===== src/rtl/uart_config_controller.sv =====
// UART runtime configuration sequencer: forwards RX bytes, detects a SYN run,
// runs the ACK/packet/echo handshake and applies the new uart_config_s on END.
module uart_config_controller #(
  parameter int unsigned SYN_NUMBER     = 3,
  parameter int unsigned TIMEOUT_CYCLES = 1_000_000
) (
  input  logic       clk_i,
  input  logic       rst_i,
  input  logic [7:0] rx_data_i,
  input  logic       rx_valid_i,
  output logic [7:0] data_o,
  output logic       data_valid_o,
  output logic [7:0] tx_data_o,
  output logic       tx_req_o,
  input  logic       tx_ack_i,
  output logic [5:0] config_o,
  output logic       config_active_o,
  output logic       int_config_req_o,
  output logic       int_config_done_o,
  output logic       int_config_fail_o
);

  localparam int unsigned TW = $clog2(TIMEOUT_CYCLES + 1);
  localparam logic [7:0] SYN = 8'h16;
  localparam logic [5:0] STD_CONFIGURATION = 6'b11_00_00;
  localparam logic [1:0] END_CONFIGURATION_ID = 2'b00;
  localparam logic [1:0] DATA_WIDTH_ID = 2'b01;
  localparam logic [1:0] PARITY_MODE_ID = 2'b10;
  localparam logic [1:0] STOP_BITS_ID = 2'b11;
  localparam logic [TW-1:0] TIMEOUT_LAST = TW'(TIMEOUT_CYCLES - 1);
  localparam logic [2:0] SYN_LAST = 3'(SYN_NUMBER - 1);

  typedef struct packed {
    logic [1:0] data_width;
    logic [1:0] parity_mode;
    logic [1:0] stop_bits;
  } uart_config_s;

  typedef enum logic [1:0] {
    MAIN     = 2'd0,
    CFG_ACK  = 2'd1,
    CFG_IDLE = 2'd2,
    CFG_ECHO = 2'd3
  } state_e;

  // Stop-bit codes 10/11 are reserved.
  function automatic logic stop_bits_legal(input logic [1:0] opt);
    return (opt[1] == 1'b0);
  endfunction

  state_e        state_q;
  logic [2:0]    syn_cnt_q;
  logic [TW-1:0] timer_q;
  uart_config_s  config_q;
  uart_config_s  pending_q;
  logic          end_pending_q;
  logic          active_q;
  logic [7:0]    data_q;
  logic          data_valid_q;
  logic [7:0]    tx_data_q;
  logic          tx_req_q;
  logic          req_q;
  logic          done_q;
  logic          fail_q;

  logic [1:0] rx_id;
  logic [1:0] rx_opt;
  assign rx_id  = rx_data_i[1:0];
  assign rx_opt = rx_data_i[3:2];

  // Protocol FSM with all outputs registered.
  always_ff @(posedge clk_i) begin
    if (rst_i) begin
      state_q       <= MAIN;
      syn_cnt_q     <= 3'd0;
      timer_q       <= '0;
      config_q      <= STD_CONFIGURATION;
      pending_q     <= STD_CONFIGURATION;
      end_pending_q <= 1'b0;
      active_q      <= 1'b0;
      data_q        <= 8'h00;
      data_valid_q  <= 1'b0;
      tx_data_q     <= 8'h00;
      tx_req_q      <= 1'b0;
      req_q         <= 1'b0;
      done_q        <= 1'b0;
      fail_q        <= 1'b0;
    end else begin
      data_valid_q <= 1'b0;
      req_q        <= 1'b0;
      done_q       <= 1'b0;
      fail_q       <= 1'b0;
      case (state_q)
        MAIN: begin
          if (rx_valid_i) begin
            data_q       <= rx_data_i;
            data_valid_q <= 1'b1;
            if (rx_data_i == SYN) begin
              if (syn_cnt_q == SYN_LAST) begin
                syn_cnt_q <= 3'd0;
                pending_q <= config_q;
                req_q     <= 1'b1;
                tx_data_q <= SYN;
                tx_req_q  <= 1'b1;
                active_q  <= 1'b1;
                state_q   <= CFG_ACK;
              end else begin
                syn_cnt_q <= syn_cnt_q + 3'd1;
              end
            end else begin
              syn_cnt_q <= 3'd0;
            end
          end
        end
        CFG_ACK: begin
          if (rx_valid_i) begin
            fail_q <= 1'b1;
          end
          if (tx_ack_i) begin
            tx_req_q <= 1'b0;
            state_q  <= CFG_IDLE;
          end
        end
        CFG_IDLE: begin
          if (rx_valid_i) begin
            timer_q       <= '0;
            tx_data_q     <= rx_data_i;
            end_pending_q <= (rx_id == END_CONFIGURATION_ID);
            case (rx_id)
              DATA_WIDTH_ID: begin
                pending_q.data_width <= rx_opt;
                tx_req_q             <= 1'b1;
                state_q              <= CFG_ECHO;
              end
              PARITY_MODE_ID: begin
                pending_q.parity_mode <= rx_opt;
                tx_req_q              <= 1'b1;
                state_q               <= CFG_ECHO;
              end
              STOP_BITS_ID: begin
                if (stop_bits_legal(rx_opt)) begin
                  pending_q.stop_bits <= rx_opt;
                  tx_req_q            <= 1'b1;
                  state_q             <= CFG_ECHO;
                end else begin
                  fail_q <= 1'b1;
                end
              end
              default: begin
                tx_req_q <= 1'b1;
                state_q  <= CFG_ECHO;
              end
            endcase
          end else if (timer_q == TIMEOUT_LAST) begin
            timer_q   <= '0;
            fail_q    <= 1'b1;
            pending_q <= config_q;
            active_q  <= 1'b0;
            state_q   <= MAIN;
          end else begin
            timer_q <= timer_q + 1'b1;
          end
        end
        CFG_ECHO: begin
          // A byte arriving while the echo is outstanding cannot be buffered.
          if (rx_valid_i) begin
            fail_q <= 1'b1;
          end
          if (tx_ack_i) begin
            tx_req_q <= 1'b0;
            if (end_pending_q) begin
              config_q <= pending_q;
              done_q   <= 1'b1;
              active_q <= 1'b0;
              state_q  <= MAIN;
            end else begin
              state_q <= CFG_IDLE;
            end
          end
        end
        default: begin
          tx_req_q <= 1'b0;
          active_q <= 1'b0;
          state_q  <= MAIN;
        end
      endcase
    end
  end

  assign data_o            = data_q;
  assign data_valid_o      = data_valid_q;
  assign tx_data_o         = tx_data_q;
  assign tx_req_o          = tx_req_q;
  assign config_o          = config_q;
  assign config_active_o   = active_q;
  assign int_config_req_o  = req_q;
  assign int_config_done_o = done_q;
  assign int_config_fail_o = fail_q;

endmodule


===== config.mk =====
export PLATFORM = sky130hd
export DESIGN_NAME = uart_config_controller
export DESIGN_NICKNAME = d
export VERILOG_FILES = /design/src/rtl/uart_config_controller.sv
export SDC_FILE = /design/constraint.sdc
export NUM_CORES = 1
export LEC_CHECK = 0
export CORE_MARGIN = 3
export CORE_UTILIZATION = 53
export DETAILED_ROUTE_END_ITERATION = 12
export PLACE_DENSITY = 0.78
export SYNTH_ARGS = -nofsm -noshare
export SYNTH_HDL_FRONTEND = slang
export SYNTH_SLANG_ARGS = --single-unit

===== constraint.sdc =====
create_clock -name clk_i -period 3.65 [get_ports clk_i]
set_input_delay 0.73 -clock clk_i [delete_from_list [all_inputs] [get_ports clk_i]]
set_output_delay 0.73 -clock clk_i [all_outputs]
set_load 0.01 [all_outputs]

== Yosys cells after proc, flatten, opt, wreduce, memory -nomap -nowiden ==
Cells that the tools add are included.

* $add $sub $neg: 2
* Eq/ne operators: 26
* Multiplexer cells: 51
* Bitwise gates (word level): 5
* Reduce and logical (&&, ||, !) cells: 18

{| class="wikitable"
|+ Operators by type and width
! kind !! number
|-
| $mux W20 || 2
|-
| $mux W8 || 4
|-
| $mux W6 || 5
|-
| $mux W2 || 14
|-
| $add A20 B1 Y20 const B || 1
|-
| $eq A20 B20 Y1 const B || 1
|-
| $mux W1 || 18
|-
| $ne A2 B2 Y1 const B || 9
|-
| $reduce_and A6 Y1 || 3
|-
| $pmux W8 S2 || 1
|-
| $reduce_and A7 Y1 || 2
|-
| $pmux W6 S2 || 1
|-
| $ne A3 B2 Y1 const B || 3
|-
| $ne A3 B3 Y1 const B || 3
|-
| $eq A2 B2 Y1 const B || 4
|-
| $eq A8 B5 Y1 const B || 1
|-
| $pmux W2 S4 || 1
|-
| $reduce_and A8 Y1 || 1
|-
| $mux W3 || 2
|-
| $pmux W1 S3 || 2
|-
| $not A1 Y1 || 5
|-
| $reduce_and A5 Y1 || 1
|-
| $eq A2 B1 Y1 const B || 2
|-
| $logic_not A2 Y1 || 2
|-
| other kinds (12) || 14
|}

* Register bits after elaboration: 60
* Input port bits: 12
* Output and inout bits: 28
* Word-level logic and storage cells: 120

== Depth between registers and ports, before layout ==
* Depth after elaboration: 5
* Mapped depth: 8
* Mapped depth without buffers: 7

== Worst setup path before layout ==
No wires, ideal clock.

* Kind: input to register
* From: input rx_data_i[0]
* To: register tx_req_q (netlist: tx_req_o)
* Setup time: 128 ps
* Arrival time: 2038 ps
* Data required time: 3522 ps
* Path slack: 1484 ps
* Stages on the path: 6
* Cell sequence: clkbuf_1 > and4bb_2 > a31oi_1 > or3b_2 > a2bb2oi_1 > nor2_1

* Cells in the longest elaborated chain, start to end: 4
* Elaborated cells on any way between the ends: 8
* Those cells by class: 4 x eq/ne; 3 x mux; 1 x reduce/logical

{| class="wikitable"
|+ RTL lines
! item !! RTL line !! source
|-
| from (decl) || 9 || <nowiki>input logic [7:0] rx_data_i,</nowiki>
|-
| $eq A2 B2 Y1 || 129 || <nowiki>case (rx_id)</nowiki>
|-
| $mux W1 || 129 ||
|-
| $mux W1 || 125 || <nowiki>if (rx_valid_i) begin</nowiki>
|-
| $pmux W1 S3 || 93 || <nowiki>case (state_q)</nowiki>
|-
| to (signal assigned) || 104 || <nowiki>tx_req_q <= 1'b1;</nowiki>
|-
| to (signal assigned) || 132 || <nowiki>tx_req_q <= 1'b1;</nowiki>
|-
| to (signal assigned) || 137 || <nowiki>tx_req_q <= 1'b1;</nowiki>
|-
| to (decl) || 61 || <nowiki>logic tx_req_q;</nowiki>
|}

Parallel ways exist; a longest one is shown, timed or not. The select of a mux whose other input is x is not followed.
A chain may end at the register's enable or synchronous reset.

== Worst setup path in the final report ==
* From: input rx_valid_i
* To: register tx_req_q (netlist: tx_req_o)

* Cells in the longest elaborated chain, start to end: 2
* Elaborated cells on any way between the ends: 3
* Those cells by class: 2 x eq/ne; 1 x reduce/logical

{| class="wikitable"
|+ RTL lines
! item !! RTL line !! source
|-
| from (decl) || 10 || <nowiki>input logic rx_valid_i,</nowiki>
|-
| $ne A2 B2 Y1 (no source line) || -- ||
|-
| $reduce_and A6 Y1 (no source line) * || -- ||
|-
| to (signal assigned) || 84 || <nowiki>tx_req_q <= 1'b0;</nowiki>
|-
| to (signal assigned) || 104 ||
|-
| to (signal assigned) || 120 || <nowiki>tx_req_q <= 1'b0;</nowiki>
|}

Every way passes the cells marked *; elsewhere a longest branch is shown, timed or not.

==> run metrics <==
status=finished clean; fin crit share=74.2%; drt drc=0; setup tns final=0 ns; Post-synth ARST share=0%; initial antenna violation count=0; All-Layer GR Usage=23.9%; largest stage delay on the critical path=0.81 ns; Clock Latency Late Sink=about 0.34 ns; Die W=80.0 µm; Hold Path Class=register to register; clk slew on worst S/H paths=0.06 ns; synthesized area=between 0.002 and 0.003 mm²; CP Data Arrival Time=between 2 and 3 ns; GR Layer Usage met1=about a third; Post-CTS Resized=0; power per cell area=between 400 and 500 mW/mm²; Max IR drop VDD=0.282 mV; first-pass GRT wire length=around 12000 µm; maximum clock path buffer count=2; # hold bufs at CTS=0; CP Launch Type=input port; Post-CTS Setup Bufs=0; H-tree Lvls=3; Mapped Cells=358; fin crit period=2.71 ns; WS Path Type=input port to register; post-DR wirelength/cell=15.1 µm; worst path required time=3.84 ns; Slew HR=about a third; Slowest cell on crit path=clkdlybuf4s50_1; skew final=0.00698 ns; Max Freq=369 MHz; Yosys cell types=58; pre-CTS setup slack=roughly 0.65 ns; CTS Buf Count=9; initial core utilization=55.8%; Routed Antenna Nets=0; Detailed Routing Iterations Pass 1=5; Detailed Route Iter0 Violations=357; largest net degree at the start of global routing=54; RSZ-0062 raised after global routing=false; max cap viols=0; Crit path max-delay family=simple AND/OR/NAND/NOR gates; most used routing layer=met2; met3 Use GR=4.85%; drt via density=5.86; register area share after synthesis=between 40% and 50%; die height=80.0 µm; IO Pins=40; detailed placer's ending HPWL=4820 µm; count of final hold-check violations=0; most used flip-flop cell after synthesis=dfxtp_1; clock root cell=clkbuf_8; area delta synth->final=20.4%; EDFF count, synth=0; standard-cell rows=26; number of global-route vias before repair=about 2500; synthesized flop and latch total=60; clk sinks=60; layout cells sized above 1=between 7 and 8%; Port Buffers=39; WL final=7010 µm; global route total overflow=0; yosys warns=0; Slew Limit Fails=0; syn avg cell area=8.11 µm²; CTS tree=built; GRT met2 Usage=a little over a third; syn nets=376; Crit Path Max Fanout=15; routed vias=~2700; Slew @ Worst Pin=1.01 ns; Core Region=approximately 0.0052 mm²; layout net count=409; LEAKAGE=1.20 nW; post-layout utilization of the core=67.2%; # diodes=0; setup ws final=0.943 ns; die area=around 0.0064 mm²; setup violators final=0; ordered cell list for the critical path=clkdlybuf4s50_1 -> nor4bb_1 -> a31oi_1 -> or3b_2 -> a2bb2oi_1 -> nor2_1; gpl congestion=0.820; CP bufs+invs=1; Setup crit end kind=register
final timing paths:
| path | slack [ns] | start | to | depth (start not counted) |
|---|---|---|---|---|
| max reg2reg | 1.15 | timer_q[0] | state_q[0] | 6 |
| max | 0.94 | rx_valid_i | tx_req_o | 6 |
| min | 0.45 | pending_q[3] | config_o[3] | 2 |
| min reg2reg | 0.45 | pending_q[3] | config_o[3] | 2 |
report_power, final:
group / switching [mW] / total [mW] / internal, mW
clock: 0.250 / 0.566 / 0.316
combinational: 0.161 / 0.290 / 0.130
sequential: 0.0249 / 0.713 / 0.688
final cells by class:
class,instances,area (µm²)
repair buffers,42,408
multi-input cells,266,1570
fillers,437,1710
inverters,12,45.0
flip-flops and latches,60,1200
clock buffers,14,183
well taps,70,87.6
clock inverters,1,5.00
routing by layer:
| layer | vias to the layer above | share of wire [%] |
|---|---|---|
| met4 | 0 | 1.2 |
| met1 | 1272 | 48 |
| li1 | 1366 | - |
| met5 | - | 0 |
| met2 | 77 | 45 |
| met3 | 8 | 5.6 |
worst min-delay path, cell delays in order (launching register included):
cell     delay (ns)
dfxtp_1        0.31
nand2_1        0.05
a21oi_1        0.05
cell usage in the layout, fill, tap and decap left out, drive strengths merged, types with 2 or more instances in the layout:
master	Yosys	final
nand4	8	8
a31o	2	2
nor3b	2	2
o21ai	10	10
a31oi	12	12
nand2	57	57
and2	3	3
nand3b	2	2
nand2b	7	7
nor3	3	3
or3b	2	2
a221o	4	4
nor2	24	24
nor4b	2	2
nor2b	2	2
and3	6	6
dfxtp	60	60
a211oi	5	5
inv	12	12
clkbuf	13	14
or4	2	2
a21oi	36	36
nand3	25	25
or3	11	11
mux2i	3	3
o22ai	2	2
buf	7	4
nor4bb	2	2
a22o	3	3
and4	2	2
clkdlybuf4s50	0	38
a311oi	2	2
ha	6	6
nor4	4	4
a21o	2	2
registers in the layout, indices dropped and copies added, names as in the netlist:
signal             flops
tx_data_o              8
config_o               6
tx_req_o               1
pending_q              6
int_config_req_o       1
timer_q               20
config_active_o        1
data_valid_o           1
int_config_done_o      1
int_config_fail_o      1
end_pending_q          1
data_o                 8
syn_cnt_q              3
state_q                2
Yosys cell counts, types with 4 or more instances:
cell      number  area (µm²)
and3_1         6        37.5
ha_1           6        75.1
nand4_1        8        50.1
o21ai_0        9        45.0
dfxtp_1       60        1200
nor2_1        24        90.1
nor4_1         4        25.0
a211oi_1       5        37.5
nand2b_1       7        43.8
a21oi_1       36         180
a31oi_1       12        75.1
nand3_1       25         125
or3_1         11        68.8
inv_1         12        45.0
a221o_1        4        40.0
clkbuf_1      13        48.8
nand2_1       57         214
metrics by stage:
| stage | total power [mW] | hold WS, ns | std cells | instance area [µm²] |
|---|---|---|---|---|
| CTS | 1.57 | 0.454 | 465 | 3500 |
| finish | 1.57 | 0.454 | 465 | 3500 |
| global placement | 1.01 | 0.440 | 450 | 3310 |
| global route | 1.64 | 0.480 | 465 | 3500 |
| detailed placement | 1.01 | 0.445 | 450 | 3310 |
| floorplan | 0.899 | 0.431 | 358 | 2900 |
logic make-up after synthesis:
group | share of synthesized area [%]
AND/OR/NAND/NOR | 30.0
AO/OA/AOI/OAI | 19.6
flip-flops | 41.4
buffers and inverters | 4.66
adder cells (fa/ha/maj) | 2.59
multiplexers | 1.42
XOR/XNOR | 0.302
No activity file was read; power rests on OpenSTA's default activity.
==> variant: new RTL, config.mk and constraints unchanged <==
Make the reset (`rst_i`) asynchronous in one clocked block.
--- a/src/rtl/uart_config_controller.sv
+++ b/src/rtl/uart_config_controller.sv
@@ -70,5 +70,5 @@
 
   // Protocol FSM with all outputs registered.
-  always_ff @(posedge clk_i) begin
+  always_ff @(posedge clk_i or posedge rst_i) begin
     if (rst_i) begin
       state_q       <= MAIN;
Behaviour: differs if rst_i is asserted again (counterexample within 4 cycles, from zero or initial values and one cycle with rst_i high); with rst_i held inactive, the same outputs for 10 cycles.
==> variant against the unedited design <==
Worst setup slack got worse by 0.056 ns. Routed wire length decreased by 2.4%. First-iteration DRC count decreased by 55%. Final cell count decreased by 10%. Design area increased by 8.1%. Synthesized cell count decreased by 16%. Via count decreased by 11%. Sequential share of layout area increased by 5.5 points. Area after synthesis increased by 7.8%. Sequential cell count unchanged. Register-to-register slack improved by 0.30 ns. Critical endpoint is now tx_data_o[4].
Power is not compared: it rests on default switching activity, and its combinational part moved more than twofold at a synthesized area within 25%.
==> variant: results (changes against the unedited design) <==
Status: completed
Top post-synthesis cells by area: dfrtp_1 (45%), mux2_2 (4.7%), nand2_1 (4.0%)
Largest net degree at the start of global routing: 37 (-31%)
Post-CTS sizing: 0 (unchanged)
Share of cells above drive strength 1: 0.1652 (+0.09433)
Rel. slew slack: 0.6159 (+0.2864)
Synthesized Nets: 317 (-16%)
Metal-1 WL: 3.053 mm (-10%)
CP Max Fanout: 8 (-7)
DR top layer: met4
First-pass GRT wire length: 11.89 mm (-0.93%)
Total track usage: 0.2125 (-0.02639)
Vias per inst: 5.779 (-1.3%)
Most instantiated cells after synthesis: dfrtp_1 (56), nand2_1 (33), inv_1 (21)
Register area share after synthesis: 0.4814 (+0.06761)
Ys async rst share: 1.000 (+1.000)
Min-delay worst type: flop to flop
Initial Utilization: 0.5580 (about the same)
Fillers: 439 (+0.46%)
Clock latency on the worst-skew pair: 0.34 ns (about the same)
DR iter-0 viols: 161 (-55%)
Vias in the first global route: 2492 (-1.1%)
Yosys cell types: 53 (-8.6%)
Final Skew: 0.007224 ns (+0.0002453 ns)
Final wirelength: 6.844 mm (-2.4%)
1st-pass router iterations: 4 (-1)
RePlAce Congestion: 0.8591 (+4.8%)
Arr. time, crit path: 2.98 ns (+0.08 ns)
Nets@finish: 358 (-12%)
Routed wl met2: 3.452 mm (+9.8%)
Post-DP HPWL: 4.875 mm (+1.2%)
Met3 wire length: 205 µm (-48%)
-- variant: cell types whose count changed after synthesis, sizes merged, moves of 6 or more --
cell	unedited run	this run
or3	11	2
nand3	25	11
inv	12	21
dfrtp	0	56
a31oi	12	19
mux2	1	17
nor2	24	14
clkbuf	13	5
a21oi	36	9
dfxtp	60	0
mux2i	3	9
nand2	57	34
o22ai	2	10
-- variant: path summary, 6_finish.rpt --
kind	startpoint	to	slack [ns]	depth (start not counted)
setup reg to reg	state_q[0]	tx_data_o[4]	1.45	6
max in group asynchronous	rst_i	config_o[5]	2.26	3
hold reg to reg	timer_q[19]	timer_q[19]	0.50	1
hold / removal	timer_q[19]	timer_q[19]	0.50	1
setup / recovery	rx_data_i[2]	tx_data_o[4]	0.89	6
min in group asynchronous	rst_i	timer_q[2]	0.69	2
-- variant: area by class of cell --
cell class              instances  area, µm²  share of cell area
flip-flops and latches         60       1506              0.3987
multi-input cells             205       1466              0.3881
repair buffers                 43      420.4              0.1113
clock buffers                  11      141.4             0.03742
well taps                      72      90.09             0.02384
inverters                      21      78.83             0.02086
clock inverters                 5      75.07             0.01987
-- variant: logic make-up after synthesis --
family,count (synthesis),share of synthesized area
XOR/XNOR,3,0.008398
flip-flops,60,0.4814
AO/OA/AOI/OAI,70,0.1579
buffers and inverters,34,0.04998
multiplexers,26,0.09356
adder cells (fa/ha/maj),6,0.02399
AND/OR/NAND/NOR,100,0.1847
-- variant: power groups by stage --
stage	Sequential [mW]	Combinational, mW	Clock, mW
after global routing	1.07	1.24	0.702
after global placement	1.05	1.10	0
after CTS	1.05	1.14	0.666
after floorplan	1.09	0.657	0
after detailed placement	1.06	1.13	0
final	1.05	1.13	0.656
-- variant: critical path: stages --
cell and delay, ns:
clkdlybuf4s50_1 0.61, nor4b_1 0.34, and2_1 0.35, nand3_2 0.11
a21boi_2 0.48, mux2_4 0.35
-- variant: layer usage --
metal / vias to the layer above / track usage
met5: - / 0
met4: 0 / 0.09807
met3: 12 / 0.04067
met2: 41 / 0.3499
met1: 1189 / 0.2706
li1: 1168 / -
-- variant: stage by stage --
step | cells | area, µm² | hold slack [ns] | setup slack, ns
floorplan | 299 | 3129 | 0.4520 | 1.442
global placement | 401 | 3562 | 0.4677 | 0.5959
detailed placement | 401 | 3562 | 0.4942 | 0.5649
CTS | 417 | 3779 | 0.5031 | 0.8992
global route | 417 | 3779 | 0.5168 | 0.7631
finish | 417 | 3779 | 0.5042 | 0.8872
